==> src/rtl/vga_pixel_to_cell.sv <==
`default_nettype none
// ============================================================================
// vga_pixel_to_cell: decodes a VGA pixel (linha, coluna) into the 8x8 grid cell
// it falls in, walking columns then rows with running border accumulators.
// Revision 1.0 - initial release
// ============================================================================
module vga_pixel_to_cell #(
  parameter int X0     = 16,
  parameter int XPITCH = 62,
  parameter int CELL_W = 49,
  parameter int Y0     = 16,
  parameter int YPITCH = 57,
  parameter int CELL_H = 54,
  parameter int N      = 8
) (
  input  logic        clk,
  input  logic        rst_n,
  input  logic        req,
  input  logic [9:0]  linha,
  input  logic [9:0]  coluna,
  output logic        busy,
  output logic        done,
  output logic        hit,
  output logic [19:0] celula
);

  localparam logic [1:0]  c_IDLE    = 2'd0;
  localparam logic [1:0]  c_SCAN_X  = 2'd1;
  localparam logic [1:0]  c_SCAN_Y  = 2'd2;
  localparam logic [1:0]  c_DONE    = 2'd3;
  localparam logic [10:0] c_X0      = 11'(X0);
  localparam logic [10:0] c_XPITCH  = 11'(XPITCH);
  localparam logic [10:0] c_CELL_W  = 11'(CELL_W);
  localparam logic [10:0] c_Y0      = 11'(Y0);
  localparam logic [10:0] c_YPITCH  = 11'(YPITCH);
  localparam logic [10:0] c_CELL_H  = 11'(CELL_H);
  localparam logic [3:0]  c_N       = 4'(N);

  logic [1:0]  state_q, state_d;
  logic [3:0]  idx_q, idx_d;
  logic [10:0] acc_q, acc_d;
  logic [9:0]  lin_q, lin_d;
  logic [9:0]  col_q, col_d;
  logic [3:0]  xcell_q, xcell_d;
  logic        hit_q, hit_d;
  logic [19:0] celula_q, celula_d;

  logic [10:0] w_coord;
  logic [10:0] w_ext;
  logic        w_match;
  logic        w_last;

  // 11-bit compare keeps border+extent from wrapping
  assign w_coord = (state_q == c_SCAN_X) ? {1'b0, col_q} : {1'b0, lin_q};
  assign w_ext   = (state_q == c_SCAN_X) ? c_CELL_W : c_CELL_H;
  assign w_match = (w_coord > acc_q) && (w_coord < (acc_q + w_ext));
  assign w_last  = (idx_q == c_N);

  always_ff @(posedge clk or negedge rst_n) begin
    if (!rst_n) begin
      state_q <= c_IDLE;
    end else begin
      state_q <= state_d;
    end
  end

  always_comb begin
    state_d = state_q;
    case (state_q)
      c_IDLE:   if (req) state_d = c_SCAN_X;
      c_SCAN_X: begin
        if (w_match)     state_d = c_SCAN_Y;
        else if (w_last) state_d = c_DONE;
      end
      c_SCAN_Y: if (w_match || w_last) state_d = c_DONE;
      default:  state_d = c_IDLE;
    endcase
  end

  always_comb begin
    busy   = (state_q == c_SCAN_X) || (state_q == c_SCAN_Y);
    done   = (state_q == c_DONE);
    hit    = hit_q;
    celula = celula_q;
  end

  always_comb begin
    idx_d    = idx_q;
    acc_d    = acc_q;
    lin_d    = lin_q;
    col_d    = col_q;
    xcell_d  = xcell_q;
    hit_d    = hit_q;
    celula_d = celula_q;
    case (state_q)
      c_IDLE: begin
        if (req) begin
          lin_d    = linha;
          col_d    = coluna;
          idx_d    = 4'd1;
          acc_d    = c_X0;
          xcell_d  = 4'd0;
          hit_d    = 1'b0;
          celula_d = 20'd0;
        end
      end
      c_SCAN_X: begin
        if (w_match) begin
          xcell_d = idx_q;
          idx_d   = 4'd1;
          acc_d   = c_Y0;
        end else if (!w_last) begin
          idx_d = idx_q + 4'd1;
          acc_d = acc_q + c_XPITCH;
        end
      end
      c_SCAN_Y: begin
        if (w_match) begin
          hit_d    = 1'b1;
          celula_d = {9'd0, idx_q, xcell_q, 3'd0};
        end else if (!w_last) begin
          idx_d = idx_q + 4'd1;
          acc_d = acc_q + c_YPITCH;
        end
      end
      default: ;
    endcase
  end

  always_ff @(posedge clk or negedge rst_n) begin
    if (!rst_n) begin
      idx_q    <= 4'd0;
      acc_q    <= 11'd0;
      lin_q    <= 10'd0;
      col_q    <= 10'd0;
      xcell_q  <= 4'd0;
      hit_q    <= 1'b0;
      celula_q <= 20'd0;
    end else begin
      idx_q    <= idx_d;
      acc_q    <= acc_d;
      lin_q    <= lin_d;
      col_q    <= col_d;
      xcell_q  <= xcell_d;
      hit_q    <= hit_d;
      celula_q <= celula_d;
    end
  end

endmodule
`default_nettype wire

==> config.mk <==
export PLATFORM = sky130hd
export DESIGN_NAME = vga_pixel_to_cell
export DESIGN_NICKNAME = d
export VERILOG_FILES = /design/src/rtl/vga_pixel_to_cell.sv
export SDC_FILE = /design/constraint.sdc
export NUM_CORES = 1
export LEC_CHECK = 0
export CAP_MARGIN = 40
export CORE_AREA = 2 2 109 90
export CTS_BUF_LIST = sky130_fd_sc_hd__clkbuf_8 sky130_fd_sc_hd__clkbuf_16
export CTS_CLUSTER_SIZE = 28
export DETAILED_ROUTE_END_ITERATION = 10
export DIE_AREA = 0 0 111 92
export PLACE_DENSITY_LB_ADDON = 0.12
export SLEW_MARGIN = 20
export SYNTH_ARGS = -nofsm -noshare
export SYNTH_HDL_FRONTEND = slang
export SYNTH_SLANG_ARGS = --single-unit
==> constraint.sdc <==
create_clock -name clk -period 4.67 [get_ports clk]
set_input_delay 0.934 -clock clk [delete_from_list [all_inputs] [get_ports clk]]
set_output_delay 0.934 -clock clk [all_outputs]
set_load 0.03 [all_outputs]
Yosys cells after proc, flatten, opt, wreduce, memory -nomap -nowiden
Index checks and enable logic that the tools add are counted.
- multiply operators: 0
- reduce and logical (&&, ||, !) cells: 13
- $add $sub $neg: 4
- shift operators: 0
- equality and inequality tests: 12
- muxes and demuxes: 27
- bitwise operators: 0
- $lt $le $gt $ge: 2
- div/mod/pow operators: 0
- operator list (operator ; number):
    two-way mux 11 bit ; 5
    two-way mux 20 bit ; 2
    case mux 20 bit (2 select lines) ; 1
    case mux 11 bit (3 select lines) ; 1
    two-way mux 4 bit ; 6
    adder 11 x 6 -> 11 bit (second input constant) ; 2
    != test 2 bit (second input constant) ; 6
    case mux 4 bit (3 select lines) ; 1
    AND reduction 3 bit ; 4
    adder 11 x 6 -> 11 bit ; 1
    > comparator 10 x 11 -> 1 bit ; 1
    < comparator 10 x 11 -> 1 bit ; 1
    two-way mux 10 bit ; 1
    two-way mux 2 bit ; 4
    case mux 4 bit (2 select lines) ; 1
    != test 3 bit (second input constant) ; 2
    case mux 2 bit (3 select lines) ; 1
    AND reduction 5 bit ; 1
    adder 4 x 1 -> 4 bit (second input constant) ; 1
    == test 2 bit (second input constant) ; 2
    == test 4 bit (second input constant) ; 1
    nonzero test 2 bit ; 2
    two-way mux 3 bit ; 1
    nonzero test 3 bit ; 1
    other kinds (7) ; 9
- bits in latches: 0
- bits in registers: 62
- memories: 0
- bits in read-only memories: 0
- word-level logic and storage cells: 66
- RAM bits: 0

Depth between registers and ports, before layout
Gate-level depths: netlist of the first run.
- word-level depth: 8
- gate-level depth with buffers: 20

Worst setup path after synthesis of the first run
Ideal clock, no wire load.
- kind: flip-flop to flip-flop
- from: register state_q[1]
- to: register state_q[1]
- cell stages (with the launch flop): 19
- setup time: 127 ps
- clock period less this slack: 3937 ps
- data required time: 4543 ps
- slack: 733 ps
- arrival time: 3810 ps
- path through: dfrtp_1 inv_1 ha_1 buf_6 inv_2 ha_1 a31o_2 a21oi_1 o21ai_0 nand3_1 xnor2_1 ha_1 nand3_1 nor3_1 o31ai_4 a31oi_4 nor2_4 o32ai_1 mux2_1
- longest elaborated chain between the ends: 8
- elaborated cells between the ends (all ways): 16
- classes of those cells: add/sub (1); order compare (2); eq/ne (5); mux (4); reduce/logical (4)
- ends and longest elaborated chain (what ; RTL line ; RTL):
    from (decl) ; 39 ; logic [1:0] state_q, state_d;
    from (signal assigned) ; 61 ; state_q <= c_IDLE;
    from (signal assigned) ; 63 ; state_q <= state_d;
    == test 2 x 1 -> 1 bit ; 54, 55, 69 ;
    two-way mux 3 bit ; 55 ; assign w_ext = (state_q == c_SCAN_X) ? c_CELL_W : c_CELL_H;
    adder 11 x 6 -> 11 bit ; 56 ; assign w_match = (w_coord > acc_q) && (w_coord < (acc_q + w_ext));
    < comparator 10 x 11 -> 1 bit ; 56 ;
    logical AND 1 bit ; 56 ;
    logical OR 1 bit ; 75 ; c_SCAN_Y: if (w_match || w_last) state_d = c_DONE;
    != test 2 bit (no source line) ; - ;
    AND reduction 3 bit (no source line) ; - ;
Parallel ways exist; a longest one is shown, timed or not.
A chain may end at the register's enable or synchronous reset.

Final worst setup path of the first run
Ends and elaborated chain as after synthesis.

==> results.yml, run 1 <==
setup_path:
  crit_path_cell_trace: "inv_1, ha_1, inv_2, ha_1, a31o_2, a21oi_1, o21ai_0, nand3_1, xnor2_1, ha_1, nand3_1, nor3_1, o31ai_4, a31oi_4, nor2_4, o32ai_1, mux2_1"
  critPathMaxFanout: 8
  cp.buffers_inverters: 2
  critPathMaxStageDelay_ps: 480
  crit_path_frequent_cell: "ha_1"
  cp.arrival_ps: 4470
  worstPathRequired_ps: 4860
  cp_top_family: "compound AO/OA/AOI/OAI gates"
  end_kind: "flop"
  crit_path_top_delay_cell: "o32ai_1"
  start_kind: "flop"
  setup.worst_path.class: "reg -> reg"
synth:
  synth-compound-area-share_pct: 20.4
  yosys.area_share.simple_pct: 12.7
  synth-seq-cells: 50
  yosys.area.top_type: "dfrtp_1"
  synth_top_area_share_pct: 35.0
  synth_top_family_by_area: "compound AO/OA/AOI/OAI gates"
  synth_xor_area_share_pct: 2.69
  synth-main-ff-cell: "dfrtp_1"
  syn_area_um2: 3580
  syn_inst: 369
  yosys-top-cells-area: "dfrtp_1 35%, ha_1 11%, mux2_2 9.1%"
  synth_edf_count: 0
  ys_seq_area_share_pct: 35.0
  synthAdderAreaFrac_pct: 11.4
  netlist-cell-type-count: 62
  synth.most_common_cell: "dfrtp_1"
  avgSynthCellArea_um2: 9.70
  ys_top_cells_by_count: "50 x dfrtp_1, 31 x ha_1, 29 x mux2_2"
  muxShareOfSynthArea_pct: 11.1
  async_reset_ff_share_pct: 100
  ys_warn_count: 0
run:
  max-cap-violations: 0
global_route:
  grt_max_degree: 51
  antenna_found_initial: 0
  grt_pass1_wl_um: 14500
  grt_pass1_vias: 2841
  gr-total-overflow: 0
  grt_usage_pct: 17.6
sta:
  slew_headroom_pct: 40.3
  fin_ws_ps: 388
  worstMarginPinSlew_ps: 895
  period_share_pct: 91.7
  final_hold_viol_count: 0
  tns_ps: 0
  fmax_mhz: 234
  setup_viol: 0
  grt_setup_unrepaired: "no"
  fin_skew_ps: 10.4
  fin_crit_ps: 4280
  slew_viol_final: 0
drt:
  drc: 0
  routedWlPerCell_um: 16.4
  num_vias: 2891
  drt_pass1_iterations: 4
  ant_nets: 0
  via_per_inst: 5.53
  drtIter0Drc: 131
  finalWirelength_um: 8550
power:
  power_density_nw_per_um2: 765
  p_switching_w: 0.00154
  switching_share_pct: 48.3
  seqPwrFrac_pct: 22.1
  intPower_w: 0.00165
  clockPowerShare_pct: 12.1
  p_leak_nw: 1.73
  power_w: 0.00319
  comb_power_share_pct: 65.8
  peakVddDrop_v: 0.000422
layout:
  nNetsFinal: 458
  seq_area_um2: 1250
  drive_gt1_share_pct: 14.1
  nFillCells: 904
  antennaDiodeCount: 0
  multiInputGateArea_um2: 2130
  final_cells: 523
  area_growth_pct: 16.3
clock_network:
  cts_tree: "built"
  hold_buffers: 0
  clock_latency_ps: 300
  root_buffer: "clkbuf_16"
  cts_buffer_depth: 2
  cts_max_level: 2
  clk_pin_slew_ps: 80
  clock-sinks: 50
  cts_inserted_buffers: 5
placement:
  dp_hpwl_um: 6430
  gp_congestion: 0.875
  dp_slack_ps: 404
  place_inst: 512
  io_buffers: 33
die:
  initial_core_util_pct: 38.7
  rows: 32
  io_pins: 46
  fp.dieH_um: 92
  core_um2: 9250
  dieArea_um2: 10200
  die_x_um: 111
outcome:
  status: "complete, no violations"
hold_path:
  hp-class: "reg -> reg"
## worst paths after layout
check	startpoint	end	slack, ps	cells after the start
setup reg to reg	state_q[1]	state_q[1]	390	17
min in group asynchronous	rst_n	col_q[9]	760	2
hold reg to reg	celula[8]	celula[8]	500	1
setup / recovery	state_q[1]	state_q[1]	390	17
hold / removal	celula[8]	celula[8]	500	1
max in group asynchronous	rst_n	col_q[0]	3470	2
## power by group through the flow
| stage | clock network [W] | logic [W] | registers [W] |
|---|---|---|---|
| floorplan | 0 | 0.00161 | 0.000675 |
| global placement | 0 | 0.00204 | 0.000705 |
| detailed placement | 0 | 0.00206 | 0.000711 |
| CTS | 0.000397 | 0.00207 | 0.000703 |
| global route | 0.000417 | 0.00233 | 0.000726 |
| finish | 0.000385 | 0.00210 | 0.000704 |
## flip-flops by register name (all words and copies together), names as in the netlist
| register | cells |
|---|---|
| acc_q | 11 |
| celula | 8 |
| col_q | 10 |
| hit | 1 |
| idx_q | 4 |
| lin_q | 10 |
| state_q | 2 |
| xcell_q | 4 |
## area by class of cell
| class | instances | area share, % |
|---|---|---|
| flip-flops and latches | 50 | 30.0 |
| multi-input cells | 282 | 51.3 |
| clock inverters | 3 | 0.691 |
| clock buffers | 5 | 3.00 |
| inverters | 24 | 2.16 |
| well taps | 119 | 3.58 |
| repair buffers | 40 | 9.25 |
## cell families (layout without fill, tap and decap cells)
kind of cell / count (synthesis) / in the layout
simple gates: 92 / 92
flops: 50 / 50
compound gates: 99 / 99
xor+xnor: 11 / 11
mux: 36 / 36
buf+inv: 48 / 72
other cells: 1 / 12
fa+ha+maj: 32 / 32
## layer usage
metal | up-vias | wire length (µm) | global-route usage [%]
li1 | 1399 | - | -
met1 | 1411 | 4430 | 26.8
met2 | 72 | 3580 | 25.5
met3 | 9 | 462 | 3.70
met4 | 0 | 79 | 3.96
met5 | - | 0 | 0
## worst register-to-register path, stage by stage (launching register included)
cell     delay, ps
dfrtp_1        420
inv_1          110
ha_1           240
inv_2          120
ha_1           290
a31o_2         240
a21oi_1        250
o21ai_0        160
nand3_1        150
xnor2_1         80
ha_1           300
nand3_1        110
nor3_1         330
o31ai_4        130
a31oi_4        280
nor2_4         110
o32ai_1        480
mux2_1         370
## cells in the final DEF (no fill, tap or decap), drive strengths merged, types with 3 or more instances in the layout
cell type	count
clkbuf	5
xnor2	9
dfrtp	50
conb	12
a21oi	20
mux2i	6
clkinv	4
a41oi	5
nor2	23
o22ai	5
inv	23
nand4	8
o21a	3
ha	31
nand3	11
mux2	30
buf	8
nor4	3
o21ai	26
a31oi	5
a21o	3
nor3	8
a22o	10
nand2	26
clkdlybuf4s50	32
a211oi	5
o31ai	3
## what timing repair did
| item | in CTS | in global routing |
|---|---|---|
| setup buffers | 0 | 3 |
| endpoints found under the setup margin | 0 | 4 |
| gates resized for setup | 0 | 0 |
## per-stage QoR
stage	area, µm²	hold slack, ps	utilization, %
after global routing	4160	512	45.0
after detailed placement	3990	485	43.1
after CTS	4140	505	44.8
after global placement	3970	482	43.0
final	4160	503	45.0
after floorplan	3620	473	-
Power figures use the tool's default switching activity.
==> run 2, diff against run 1 <==
Settings changed: CORE_AREA 2 2 109 90 to 2 2 94 78, DIE_AREA 0 0 111 92 to 0 0 96 80.
==> results.yml, run 2 (synthesis gave the netlist of run 1 again) <==
clock_network:
  cts_setup_buffers: 0
  clock_latency_ps: 310
  cts_buffer_depth: 2
  clk_pin_slew_ps: 100
  cts_inserted_buffers: 5
  clock-sinks: 50
  root_buffer: "clkbuf_8"
  cts_max_level: 2
  hold_buffers: 0
  cts_tree: "built"
global_route:
  antenna_found_initial: 0
  gr-total-overflow: 0
  grt_pass1_vias: 2738
  grt_max_degree: 51
  grt_usage_pct: 23.3
  grt_pass1_wl_um: 13900
placement:
  io_buffers: 33
  gp_congestion: 0.897
  place_inst: 479
  dp_slack_ps: 332
  dp_hpwl_um: 6290
layout:
  largest_reg_flops: 11
  final_common_cell: "dfrtp_1"
  top_regs: "acc_q: 11 flops, col_q: 10 flops, lin_q: 10 flops"
  nNetsFinal: 454
  mostFrequentLayoutCells: "50 x dfrtp_1, 32 x clkdlybuf4s50_1, 31 x ha_1"
  final_cells: 487
  top_register: "acc_q"
  post-route-util_pct: 60.0
  drive_gt1_share_pct: 13.5
  antennaDiodeCount: 0
  area_growth_pct: 12.7
power:
  peakVddDrop_v: 0.000465
  power_density_nw_per_um2: 754
  p_leak_nw: 1.69
sta:
  tns_ps: 0
  setup_viol: 0
  fin_skew_ps: 8.50
  slew_viol_final: 0
  fin_crit_ps: 4300
  period_share_pct: 92.1
  final_hold_viol_count: 0
  fmax_mhz: 233
  grt_setup_unrepaired: "no"
  fin_ws_ps: 369
  slew_headroom_pct: 44.0
  worstMarginPinSlew_ps: 841
run:
  max-cap-violations: 0
drt:
  drt_pass1_iterations: 5
  finalWirelength_um: 8460
  drtIter0Drc: 205
  ant_nets: 0
  num_vias: 2928
  via_per_inst: 6.01
  routedWlPerCell_um: 17.4
  drc: 0
hold_path:
  hp-class: "reg -> reg"
setup_path:
  setup.worst_path.class: "reg -> reg"
  critPathMaxStageDelay_ps: 470
  end_kind: "flop"
  worstPathRequired_ps: 4890
  crit_path_top_delay_cell: "o21ai_4"
  cp.arrival_ps: 4530
  start_kind: "flop"
  crit_path_cell_trace: "inv_1, ha_1, buf_4, fa_1, nor2b_1, o21ai_0, nand2_1, nand2_1, xnor2_1, ha_1, a21o_1, a21oi_1, a31oi_4, o21ai_4, a22o_1, nand3_1, o21ai_1"
  critPathMaxFanout: 17
  r2r_slack_ps: 370
die:
  initial_core_util_pct: 53.2
  dieArea_um2: 7680
  io_pins: 46
  fp.dieH_um: 80
  die_x_um: 96
  rows: 27
  core_um2: 6720
outcome:
  status: "complete, no violations"
-- run 2: stage by stage --
| step | total power (W) | hold WS [ps] | instance area [µm²] |
|---|---|---|---|
| final | 0.00304 | 507 | 4030 |
| after floorplan | 0.00229 | 473 | 3620 |
| after global placement | 0.00269 | 483 | 3930 |
| after CTS | 0.00302 | 513 | 4030 |
| after global routing | 0.00331 | 521 | 4030 |
| after detailed placement | 0.00275 | 486 | 3940 |
-- run 2: report_power, final --
group / internal (W) / switching (W)
logic: 0.000839 / 0.00125
registers: 0.000581 / 0.000116
clock network: 0.000106 / 0.000154
-- run 2: path summary, 6_finish.rpt --
check                             end  startpoint  depth (start not counted)
setup / recovery             acc_q[3]  state_q[1]                         17
hold / removal             celula[10]  celula[10]                          1
setup reg to reg             acc_q[3]  state_q[1]                         17
hold reg to reg            celula[10]  celula[10]                          1
max in group asynchronous    acc_q[4]       rst_n                          1
min in group asynchronous    col_q[2]       rst_n                          1
-- run 2: worst max-delay path, delay by kind of cell (launching register included) --
family                   cells  cell delay, ps
flip-flops                   1             400
buffers and inverters        2             310
AO/OA/AOI/OAI                7            1820
XOR/XNOR                     1             150
adder cells (fa/ha/maj)      3             970
AND/OR/NAND/NOR              4             570
-- run 2: layout make-up --
class	instances	area (µm²)
clock buffer	5	68.8
clock inverter	3	18.8
fill	582	2690
inverter	24	90.1
multi-input combinational	282	2140
sequential	50	1250
tap	87	109
timing repair buffer	36	358
-- run 2: routing by layer --
| metal | GRT usage [%] | vias up | share of wire (%) |
|---|---|---|---|
| li1 | - | 1394 | - |
| met3 | 4.25 | 6 | 8.0 |
| met4 | 3.86 | 0 | 0.70 |
| met2 | 33.2 | 127 | 42 |
| met5 | 0 | - | 0 |
| met1 | 36.9 | 1401 | 49 |
-- run 2: what timing repair did --
item / 4_1_cts / 5_1_grt
resized for setup: 0 / 1
endpoints found under the setup margin: 0 / 2
endpoints found under the hold margin: 0 / 0
==> run 3, diff against run 2 <==
Settings changed: CORE_AREA 2 2 94 78 to 2 2 97 80, DIE_AREA 0 0 96 80 to 0 0 99 82.
Clock period 4.67 ns to 3.61 ns, I/O delays scaled along.
==> results.yml, run 3 (synthesis gave the netlist of run 1 again) <==
global_route:
  top_usage_layer: "met2"
  grt_usage_pct: 23.1
  grt_pass1_vias: 3000
  grt_pass1_wl_um: 14900
  grt_max_degree: 28
  grt_use_met3_pct: 3.40
  gr-total-overflow: 0
  use_met1_pct: 34.4
  antenna_found_initial: 0
  grt_use_met2_pct: 35.1
sta:
  setup_viol: 5
  holdWs_ps: 396
  grt_setup_unrepaired: "yes"
  slew_viol_final: 0
  worstMarginPinSlew_ps: 735
  tns_ps: -78.9
  fin_crit_ps: 3640
  fin_skew_ps: 10.1
  period_share_pct: 101
  final_hold_viol_count: 0
  fin_ws_ps: -34.7
  fmax_mhz: 274
  slew_headroom_pct: 50.8
power:
  power_density_nw_per_um2: 1070
  peakVddDrop_v: 0.000606
  power_w: 0.00495
  p_leak_nw: 1.93
setup_path:
  crit_path_top_delay_cell: "dfrtp_1"
  start_kind: "flop"
  critPathMaxFanout: 10
  worstPathRequired_ps: 3850
  cp.buffers_inverters: 4
  end_kind: "flop"
  critPathMaxStageDelay_ps: 400
  cp.depth: 20
  cp.arrival_ps: 3880
  setup.worst_path.class: "reg -> reg"
  cp_top_family: "compound AO/OA/AOI/OAI gates"
  crit_path_cell_trace: "inv_2, ha_4, inv_4, ha_4, a31o_4, a21oi_4, o21ai_2, nand3_2, xnor2_1, ha_1, nand3_2, nor3_4, o31ai_4, a31oi_4, buf_12, o21ai_4, buf_4, nor4_2, a21oi_1, o22ai_2"
  rr_worst_depth: 20
  r2r_slack_ps: -30
clock_network:
  cts_tree: "built"
  cts_inserted_buffers: 5
  cts_buffer_depth: 2
  hold_buffers: 0
  clk_pin_slew_ps: 100
  clock_latency_ps: 320
  clock-sinks: 50
  cts_max_level: 2
  root_buffer: "clkbuf_8"
drt:
  drt_pass1_iterations: 5
  drc: 0
  finalWirelength_um: 9400
  drtIter0Drc: 201
  via_per_inst: 5.82
  num_vias: 3068
  routedWlPerCell_um: 17.8
  ant_nets: 0
outcome:
  status: "finished, violations left"
  violations: "negative setup slack"
layout:
  final_area_um2: 4630
  nNetsFinal: 491
  antennaDiodeCount: 0
  largest_reg_flops: 11
  drive_gt1_share_pct: 29.5
  nFillCells: 603
  area_growth_pct: 29.3
  mostFrequentLayoutCells: "49 x dfrtp_1, 34 x buf_4, 32 x clkdlybuf4s50_1"
  top_regs: "acc_q: 11 flops, col_q: 10 flops, lin_q: 10 flops"
  top_register: "acc_q"
  final_common_cell: "dfrtp_1"
die:
  io_pins: 46
  fp.dieH_um: 82
  core_um2: 7180
  initial_core_util_pct: 49.8
  dieArea_um2: 8120
  die_x_um: 99
  rows: 28
run:
  max-cap-violations: 0
hold_path:
  hp-class: "in -> async"
placement:
  gp_congestion: 0.912
  placed_cell_area_um2: 4230
  dp_hpwl_um: 6750
  io_buffers: 33
run 3: worst paths after layout:
kind / from / endpoint
max: state_q[1] / acc_q[2]
min: rst_n / lin_q[1]
max reg2reg: state_q[1] / acc_q[2]
min reg2reg: celula[10] / celula[10]
max in group asynchronous: rst_n / state_q[0]
min in group clk: celula[10] / celula[10]
run 3: final cells by class:
cell class	count	area (µm²)	area share, %
Sequential cell	50	1250	27.1
Clock inverter	3	48.8	1.05
Clock buffer	5	68.8	1.49
Inverter	24	92.6	2.00
Timing Repair Buffer	73	661	14.3
Multi-Input combinational cell	282	2390	51.7
Tap cell	90	113	2.43
run 3: through the flow:
step                      cells  setup slack, ps  utilization (%)
after detailed placement    514            -81.9             58.9
after global placement      513            -7.60             58.7
final                       527            -34.7             64.4
after global routing        527             -175             64.4
after floorplan             380             38.0                -
after CTS                   522            -21.1             61.1
run 3: routing by layer:
| layer | routed length (µm) | up-vias |
|---|---|---|
| met5 | 0 | - |
| li1 | - | 1461 |
| met3 | 617 | 9 |
| met4 | 67 | 0 |
| met1 | 4540 | 1481 |
| met2 | 4180 | 117 |
run 3: power breakdown:
group | total, W | switching (W) | internal (W)
clock | 0.000425 | 0.000214 | 0.000211
sequential | 0.000888 | 0.000135 | 0.000753
combinational | 0.00363 | 0.00199 | 0.00164
run 3: repair_timing:
action | CTS | global route
setup buffers | 0 | 5
pin swaps | 6 | 28
resized for setup | 10 | 38
hold endpoints to repair | 0 | 0
setup endpoints to repair | 28 | 29
